File: src/rtl/fifo9_tx_arbiter.sv
// Two-source 9-bit frame arbiter feeding a GMII transmit FIFO, with round-robin grant and MAX_LEN truncation.
// Optional inter-frame gap insertion is built when the TXARB_IFG_EN macro is defined.
module fifo9_tx_arbiter #(
  parameter int IFG_WORDS = 12,
  parameter int MAX_LEN   = 1522
) (
  input  logic       gmii_tx_clk,
  input  logic       sys_rst,
  input  logic [8:0] src0_dout,
  input  logic       src0_empty,
  output logic       src0_rd_en,
  input  logic [8:0] src1_dout,
  input  logic       src1_empty,
  output logic       src1_rd_en,
  output logic [8:0] din,
  output logic       wr_en,
  input  logic       full,
  output logic [1:0] grant,
  output logic       err_len
);

`ifdef TXARB_IFG_EN
  typedef enum logic [1:0] {IDLE = 2'd0, SEND = 2'd1, DROP = 2'd2, GAP = 2'd3} state_t;
  localparam state_t END_ST = GAP;
`else
  typedef enum logic [1:0] {IDLE = 2'd0, SEND = 2'd1, DROP = 2'd2} state_t;
  localparam state_t END_ST = IDLE;
`endif

  state_t      state_q, state_d;
  logic [1:0]  grant_q, grant_d;
  logic        last_q, last_d;
  logic [11:0] len_q, len_d;
  logic        err_q, err_d;
`ifdef TXARB_IFG_EN
  logic [15:0] gap_q, gap_d;
`endif

  logic       rd0, rd1, wr;
  logic [8:0] din_o;
  logic       req0, req1;
  logic [8:0] own_dout;
  logic       own_empty;

  assign req0      = !src0_empty && src0_dout[8];
  assign req1      = !src1_empty && src1_dout[8];
  assign own_dout  = grant_q[1] ? src1_dout : src0_dout;
  assign own_empty = grant_q[1] ? src1_empty : src0_empty;

  always_comb begin
    state_d = state_q;
    grant_d = grant_q;
    last_d  = last_q;
    len_d   = len_q;
    err_d   = 1'b0;
`ifdef TXARB_IFG_EN
    gap_d   = gap_q;
`endif
    rd0     = 1'b0;
    rd1     = 1'b0;
    wr      = 1'b0;
    din_o   = 9'h000;
    case (state_q)
      IDLE: begin
        // Stray end markers at the head are flushed so they never start a frame.
        rd0 = !src0_empty && !src0_dout[8];
        rd1 = !src1_empty && !src1_dout[8];
        if (req0 && (!req1 || last_q)) begin
          grant_d = 2'b01;
          state_d = SEND;
          len_d   = '0;
        end else if (req1) begin
          grant_d = 2'b10;
          state_d = SEND;
          len_d   = '0;
        end
      end
      SEND: begin
        if (!own_empty && !full) begin
          wr = 1'b1;
          if (own_dout[8] && len_q == 12'(MAX_LEN)) begin
            // Terminate downstream early; the rest of the source frame is drained in DROP.
            err_d   = 1'b1;
            state_d = DROP;
          end else begin
            din_o = own_dout;
            rd0   = !grant_q[1];
            rd1   = grant_q[1];
            if (own_dout[8]) begin
              len_d = len_q + 12'd1;
            end else begin
              state_d = END_ST;
              grant_d = 2'b00;
              last_d  = grant_q[1];
            end
          end
        end
      end
      DROP: begin
        if (!own_empty) begin
          rd0 = !grant_q[1];
          rd1 = grant_q[1];
          if (!own_dout[8]) begin
            state_d = END_ST;
            grant_d = 2'b00;
            last_d  = grant_q[1];
          end
        end
      end
`ifdef TXARB_IFG_EN
      GAP: begin
        if (!full) begin
          wr = 1'b1;
          if (gap_q == 16'(IFG_WORDS - 1)) begin
            gap_d   = '0;
            state_d = IDLE;
          end else begin
            gap_d = gap_q + 16'd1;
          end
        end
      end
`endif
      default: state_d = IDLE;
    endcase
    // Strobes are combinational, so they must be masked while the state is still pre-reset.
    if (sys_rst) begin
      rd0   = 1'b0;
      rd1   = 1'b0;
      wr    = 1'b0;
      din_o = 9'h000;
    end
  end

  always_ff @(posedge gmii_tx_clk) begin
    if (sys_rst) begin
      state_q <= IDLE;
      grant_q <= 2'b00;
      last_q  <= 1'b1;
      len_q   <= '0;
      err_q   <= 1'b0;
`ifdef TXARB_IFG_EN
      gap_q   <= '0;
`endif
    end else begin
      state_q <= state_d;
      grant_q <= grant_d;
      last_q  <= last_d;
      len_q   <= len_d;
      err_q   <= err_d;
`ifdef TXARB_IFG_EN
      gap_q   <= gap_d;
`endif
    end
  end

  assign src0_rd_en = rd0;
  assign src1_rd_en = rd1;
  assign wr_en      = wr;
  assign din        = din_o;
  assign grant      = grant_q;
  assign err_len    = err_q;

endmodule

File: config.mk
export PLATFORM = sky130hd
export DESIGN_NAME = fifo9_tx_arbiter
export DESIGN_NICKNAME = d
export VERILOG_FILES = /design/src/rtl/fifo9_tx_arbiter.sv
export SDC_FILE = /design/constraint.sdc
export NUM_CORES = 1
export LEC_CHECK = 0
export ABC_AREA = 1
export BUFFER_PORTS_ARGS = -buffer_cell sky130_fd_sc_hd__buf_2
export CORE_MARGIN = 2
export CORE_UTILIZATION = 40
export CTS_CLUSTER_DIAMETER = 150
export DETAILED_ROUTE_END_ITERATION = 7
export GPL_TIMING_DRIVEN = 1
export PLACE_DENSITY = 0.63
export SLEW_MARGIN = 30
export SYNTH_ARGS = -nofsm -noshare
export SYNTH_HDL_FRONTEND = slang
export SYNTH_SLANG_ARGS = --single-unit
File: constraint.sdc
create_clock -name gmii_tx_clk -period 1.6 [get_ports gmii_tx_clk]
set_input_delay 0.16 -clock gmii_tx_clk [delete_from_list [all_inputs] [get_ports gmii_tx_clk]]
set_output_delay 0.16 -clock gmii_tx_clk [all_outputs]
set_load 0.02 [all_outputs]
# --- Word-level counts from Yosys, hierarchy flattened ---
# Cells that the tools add are included.
# Widths: inputs -> output; s select.
word_totals:
  register_bits: 18
  in_bits: 23
  out_inout_bits: 15
  wordCells: 86
classes:
  n_addsub: 1
  n_eq_ne: 8
  mux: 45
  bitwise: 2
  reduce_logical: 25
ops:
  columns: ["operator", "count"]
  rows:
  - ["$mux 12", 5]
  - ["$mux 9", 5]
  - ["$mux 2", 12]
  - ["$pmux 12 s2", 1]
  - ["$mux 1", 17]
  - ["$add 12x1->12 const B", 1]
  - ["$eq 12x11->1 const B", 1]
  - ["$pmux 2 s3", 2]
  - ["$reduce_and 5->1", 2]
  - ["$logic_not 1->1", 8]
  - ["$ne 2x2->1 const B", 4]
  - ["$logic_and 1x1->1", 7]
  - ["$pmux 1 s3", 2]
  - ["$reduce_and 4->1", 1]
  - ["$reduce_bool 2->1", 2]
  - ["$ne 3x3->1 const B", 1]
  - ["$reduce_and 3->1", 1]
  - ["$reduce_bool 3->1", 1]
  - ["$reduce_or 3->1", 1]
  - ["$eq 2x1->1 const B", 1]
  - ["$eq 2x2->1 const B", 1]
  - ["$logic_not 2->1", 1]
  - ["$not 1->1", 2]
  - ["$pmux 1 s2", 1]
  - ["$logic_or 1x1->1", 1]

# --- Longest topological paths before layout ---
depth:
  depth_word: 7
  mapped_depth: 11
  ltp_nobuf: 11

# --- Worst setup path before layout ---
# OpenSTA, ideal clock, no wires.
synth_timing:
  kind: "register to output"
  start: "register grant_q[1] (netlist: grant[1])"
  end: "output port din[0]"
  t_arrival_ps: 1616
  required_ps: 1440
  slack_ps: -176
  stages_incl_launch_ff: 9
  n_path_buf: 0
  cell_sequence: "dfxtp_1 inv_2 nand2_1 nand2_2 inv_1 nor2_1 nor2_2 nand2_1 a21oi_1"
synth_via:
  elab_chain_cells: 6
  word_cells_on_any_way: 9
  cone_classes: "6 x mux; 3 x reduce/logical"
synth_rtl:
  columns: ["element", "line_no", "text"]
  rows:
  - ["start: declaration", "31", "logic [1:0] grant_q, grant_d;"]
  - ["start signal: assignment", "146", "grant_q <= grant_d;"]
  - ["$mux 9 / $mux 1 (equally long branches)", "47, 48", null]
  - ["$logic_and 1x1->1 / $logic_not 1->1 (equally long branches)", null, null]
  - ["$mux 9 / $logic_and 1x1->1 (equally long branches)", "81, 79", null]
  - ["$mux 9 (*)", "79", "if (!own_empty && !full) begin"]
  - ["$mux 9 (*)", "63", "case (state_q)"]
  - ["$mux 9 (*)", "126", "if (sys_rst) begin"]
  - ["end: declaration", "15", "output logic [8:0] din,"]
# Every way passes the cells marked *; elsewhere a longest branch is shown, timed or not.

# --- Final worst setup path ---
layout_timing:
  start: "register len_q[0]"
  end: "output port din[1]"
layout_via:
  elab_chain_cells: 6
layout_rtl:
  columns: ["element", "line_no", "text"]
  rows:
  - ["start: declaration", "33", "logic [11:0] len_q, len_d;"]
  - ["start signal: assignment", "148", "len_q <= len_d;"]
  - ["$eq 12x11->1", "81", "if (own_dout[8] && len_q == 12'(MAX_LEN)) begin"]
  - ["$logic_and 1x1->1", "81", null]
  - ["$mux 9", "81", null]
  - ["$mux 9", "79", null]
  - ["$mux 9", "63", null]
  - ["$mux 9", "126", null]
# No other way between the ends.

==> summary.txt <==
Logic synthesis
  • Number of nets in the synthesized netlist: about 280
  • Async SR Flop Fraction: 0%
  • Cell types with the highest counts after synthesis: 82 x nand2_1, 33 x nor2_1, 31 x inv_1, 18 x dfxtp_1
  • Number of warnings reported in the yosys synthesis log: 0
  • EDFF count, synth: 0
  • Top flip-flop cell by instance count after synthesis: dfxtp_1
  • Post-synthesis cell area: around 1500 um^2
  • Biggest area consumer among synthesized cells: dfxtp_1
  • Share of synthesized area occupied by flip-flops and latches: roughly 24%
  • Post-synth top area share: 24.10%
  • Largest cells by area after synthesis: dfxtp_1 24%, nand2_1 21%, nor2_1 8.3%
  • Distinct cell type count of the synthesized netlist: 25
  • Register bit count reported by yosys: 18
  • Cell with the most instances after synthesis: nand2_1
  • Synthesized instance count: ~250
  • Avg Synthesized Cell Area: approximately 5.9 um^2

Global route
  • Number of antenna violations at the first check in global routing: 0
  • Pin count of the biggest net entering global routing: 12
  • GR met3 Demand/Resource: between 3 and 4%
  • Via count of the first global-routing pass: about 1800
  • Global router's overall resource usage: between 20% and 30%
  • Busiest metal layer after global routing: met2
  • Met2 usage: between 40% and 50%
  • First-pass GRT wire length: 7258 um
  • GRT met1 Usage: roughly a quarter
  • Congestion Overflow GR: 0

Finish
  • Area of the multi-input gates: between 1000 and 1500 um^2
  • Antenna cells: 0
  • Area Growth Syn to Fin: 63.35%
  • FF+latch area: between 300 and 400 um^2
  • Share of final-layout standard cells stronger than drive strength 1: around half
  • Fill cell total of the finished layout: around 320
  • Layout Utilization: between 60% and 70%
  • Count of nets after finishing: around 360

Run
  • Number of max-capacitance violations reported: 0

Placed design
  • Final GP Congestion: 0.8487
  • DP HPWL: about 3100 um
  • I/O Buffers: 37

Floorplanning
  • Full die area: between 4000 and 5000 um^2
  • I/O pins: 38
  • Die outline height: 65.14 um
  • Core Area: 3633 um^2
  • Chip Width: 65.14 um
  • Effective utilization at floorplan: about two fifths
  • Number of standard-cell rows in the floorplan: 22

Critical path
  • Number of buffer and inverter instances along the worst setup path: 2
  • Kind of cell with the highest combined delay on the critical path: simple AND/OR/NAND/NOR gates
  • Critical path arrival: about 1600 ps
  • CP Class: flop to output pin
  • Crit path launch type: flop
  • Worst-case register-to-register setup slack: -30 ps
  • CP endpoint kind: output pin
  • Longest individual stage delay on the worst path: 330 ps
  • Required @ worst endpoint: about 1400 ps
  • Maximum fanout encountered on the critical timing path: 5
  • Ordered cell list for the critical path: inv_2 -> ha_4 -> nand2_2 -> nor2_2 -> nand3_2 -> nor2_4 -> nor2_4 -> nand2_2 -> a21oi_4 -> buf_6
  • Standard cell with the maximum stage delay on the critical path: dfxtp_2

Detailed routing
  • Mean number of vias per cell: around 5.0
  • Antenna Violating Nets Remaining: 0
  • DR iter-0 viols: 51
  • Routed WL: 4508 um
  • Detailed-routing iteration count for the pre-antenna-repair pass: 4
  • Total via count in the routed design: roughly 1900
  • Post-route DRC violation count: 0
  • Average routed wire per standard cell: ~12 um

STA
  • FMAX: around 570 MHz
  • Tightest Pin Transition: 293.5 ps
  • Unrepaired setup endpoints after global routing: true
  • Slack of the critical path: -166.1 ps
  • Final sum of negative setup slack: -1610 ps
  • Final Hold Fails: 0
  • Worst slack on hold paths: between 200 and 300 ps
  • Clock period minus worst slack: roughly 1800 ps
  • Max_slew headroom: 80.41%
  • Post-route clock period utilization: 110.4%
  • Slew Viols, Final: 0
  • Setup clock skew after layout: roughly 2.5 ps
  • Final setup fails: 12

Clock tree
  • Number of clock buffers inserted by TritonCTS: 3
  • CTS Hold Buffers Added: 0
  • Max Buffers Root-to-Sink: 2
  • Clock net sink count: 18
  • Number of H-tree branching levels: 1
  • TritonCTS clock tree: done
  • Clock Tree Root: clkbuf_8
  • Clock transition at the registers of the reported paths: 70 ps
  • Clock latency reported for the late side of the worst-skew pair: 260 ps

Outcome
  • Violations in the final reports: negative setup slack
  • Outcome: finished with violations

Pwr
  • Cell Pwr Density: roughly 740 nW/um^2
  • Leakage: 1.060 nW
  • Worst-case vdd ir drop: roughly 0.39 mV

Min path
  • Type of the tightest min-delay check: primary input to flop
cell usage in the layout (no fill, tap or decap), drive strengths merged, types with 5 or more instances in the layout:
| master | synthesis | final |
|---|---|---|
| ha | 6 | 6 |
| a21oi | 22 | 22 |
| inv | 33 | 33 |
| nand2 | 94 | 94 |
| nor3 | 5 | 5 |
| buf | 1 | 76 |
| nor2 | 37 | 39 |
| o21ai | 5 | 5 |
| dfxtp | 18 | 18 |
| nand3 | 15 | 15 |
where the power goes:
| group | internal, mW | total [mW] | switching [mW] | leakage (nW) |
|---|---|---|---|---|
| logic | 0.438 | 0.971 | 0.533 | 0.890 |
| registers | 0.481 | 0.510 | 0.0293 | 0.148 |
| clock network | 0.168 | 0.334 | 0.166 | 0.0216 |
| total | 1.09 | 1.82 | 0.728 | 1.06 |
layer usage:
metal	wire [um]	part of all wire, %
met2	2389	53
met5	0	0
met4	90	2.0
met3	169	3.7
met1	1859	41
path summary, 6_finish.rpt:
| check | depth (start not counted) | to | from |
|---|---|---|---|
| max | 10 | din[1] | len_q[0]$_SDFFE_PP0P_ |
| min reg2reg | 2 | last_q$_SDFFE_PP1P_ | last_q$_SDFFE_PP1P_ |
| max reg2reg | 12 | len_q[9]$_SDFFE_PP0P_ | len_q[0]$_SDFFE_PP0P_ |
| min | 3 | len_q[1]$_SDFFE_PP0P_ | sys_rst |
through the flow:
stage | area (um^2) | setup WS (ps) | power [mW] | cells
after floorplan | 1579 | -26.99 | 0.9462 | 253
after global placement | 1992 | -176.9 | 1.168 | 360
after detailed placement | 1992 | -208.0 | 1.172 | 360
after CTS | 2271 | -207.7 | 1.649 | 372
after global routing | 2442 | -268.7 | 1.928 | 378
final | 2442 | -166.1 | 1.816 | 378
kinds of logic (layout without fill, tap and decap cells):
| group | Yosys count | in the layout | synth area share [%] |
|---|---|---|---|
| flip-flops | 18 | 18 | 24.10 |
| buffers and inverters | 37 | 112 | 10.04 |
| AND/OR/NAND/NOR | 161 | 163 | 47.87 |
| adder cells (fa/ha/maj) | 6 | 6 | 5.021 |
| AO/OA/AOI/OAI | 31 | 31 | 12.97 |
registers in the layout, summed over array words and instances (netlist names):
signal / cells
grant: 2
last_q: 1
len_q: 12
err_len: 1
state_q: 2
cell type report:
type / instances / area share [%]
multi-input cells: 200 / 51.90
well taps: 48 / 2.459
repair buffers: 76 / 23.26
flip-flops and latches: 18 / 15.11
inverters: 33 / 5.584
clock buffers: 3 / 1.691
worst register-to-register path, delay by kind of cell, from the launching register on:
family,cells,cell delay [ps]
and+or+nand+nor,6,620
buffers and inverters,4,430
adders and majority gates,1,120
DFF,1,330
AOI/OAI and AO/OA,1,70
repair_timing:
item	in CTS	in global routing
pin swaps	16	19
resized for setup	52	37
setup buffers	6	6
setup endpoints to repair	23	26
cloned	3	0
Power figures use the tool's default switching activity.
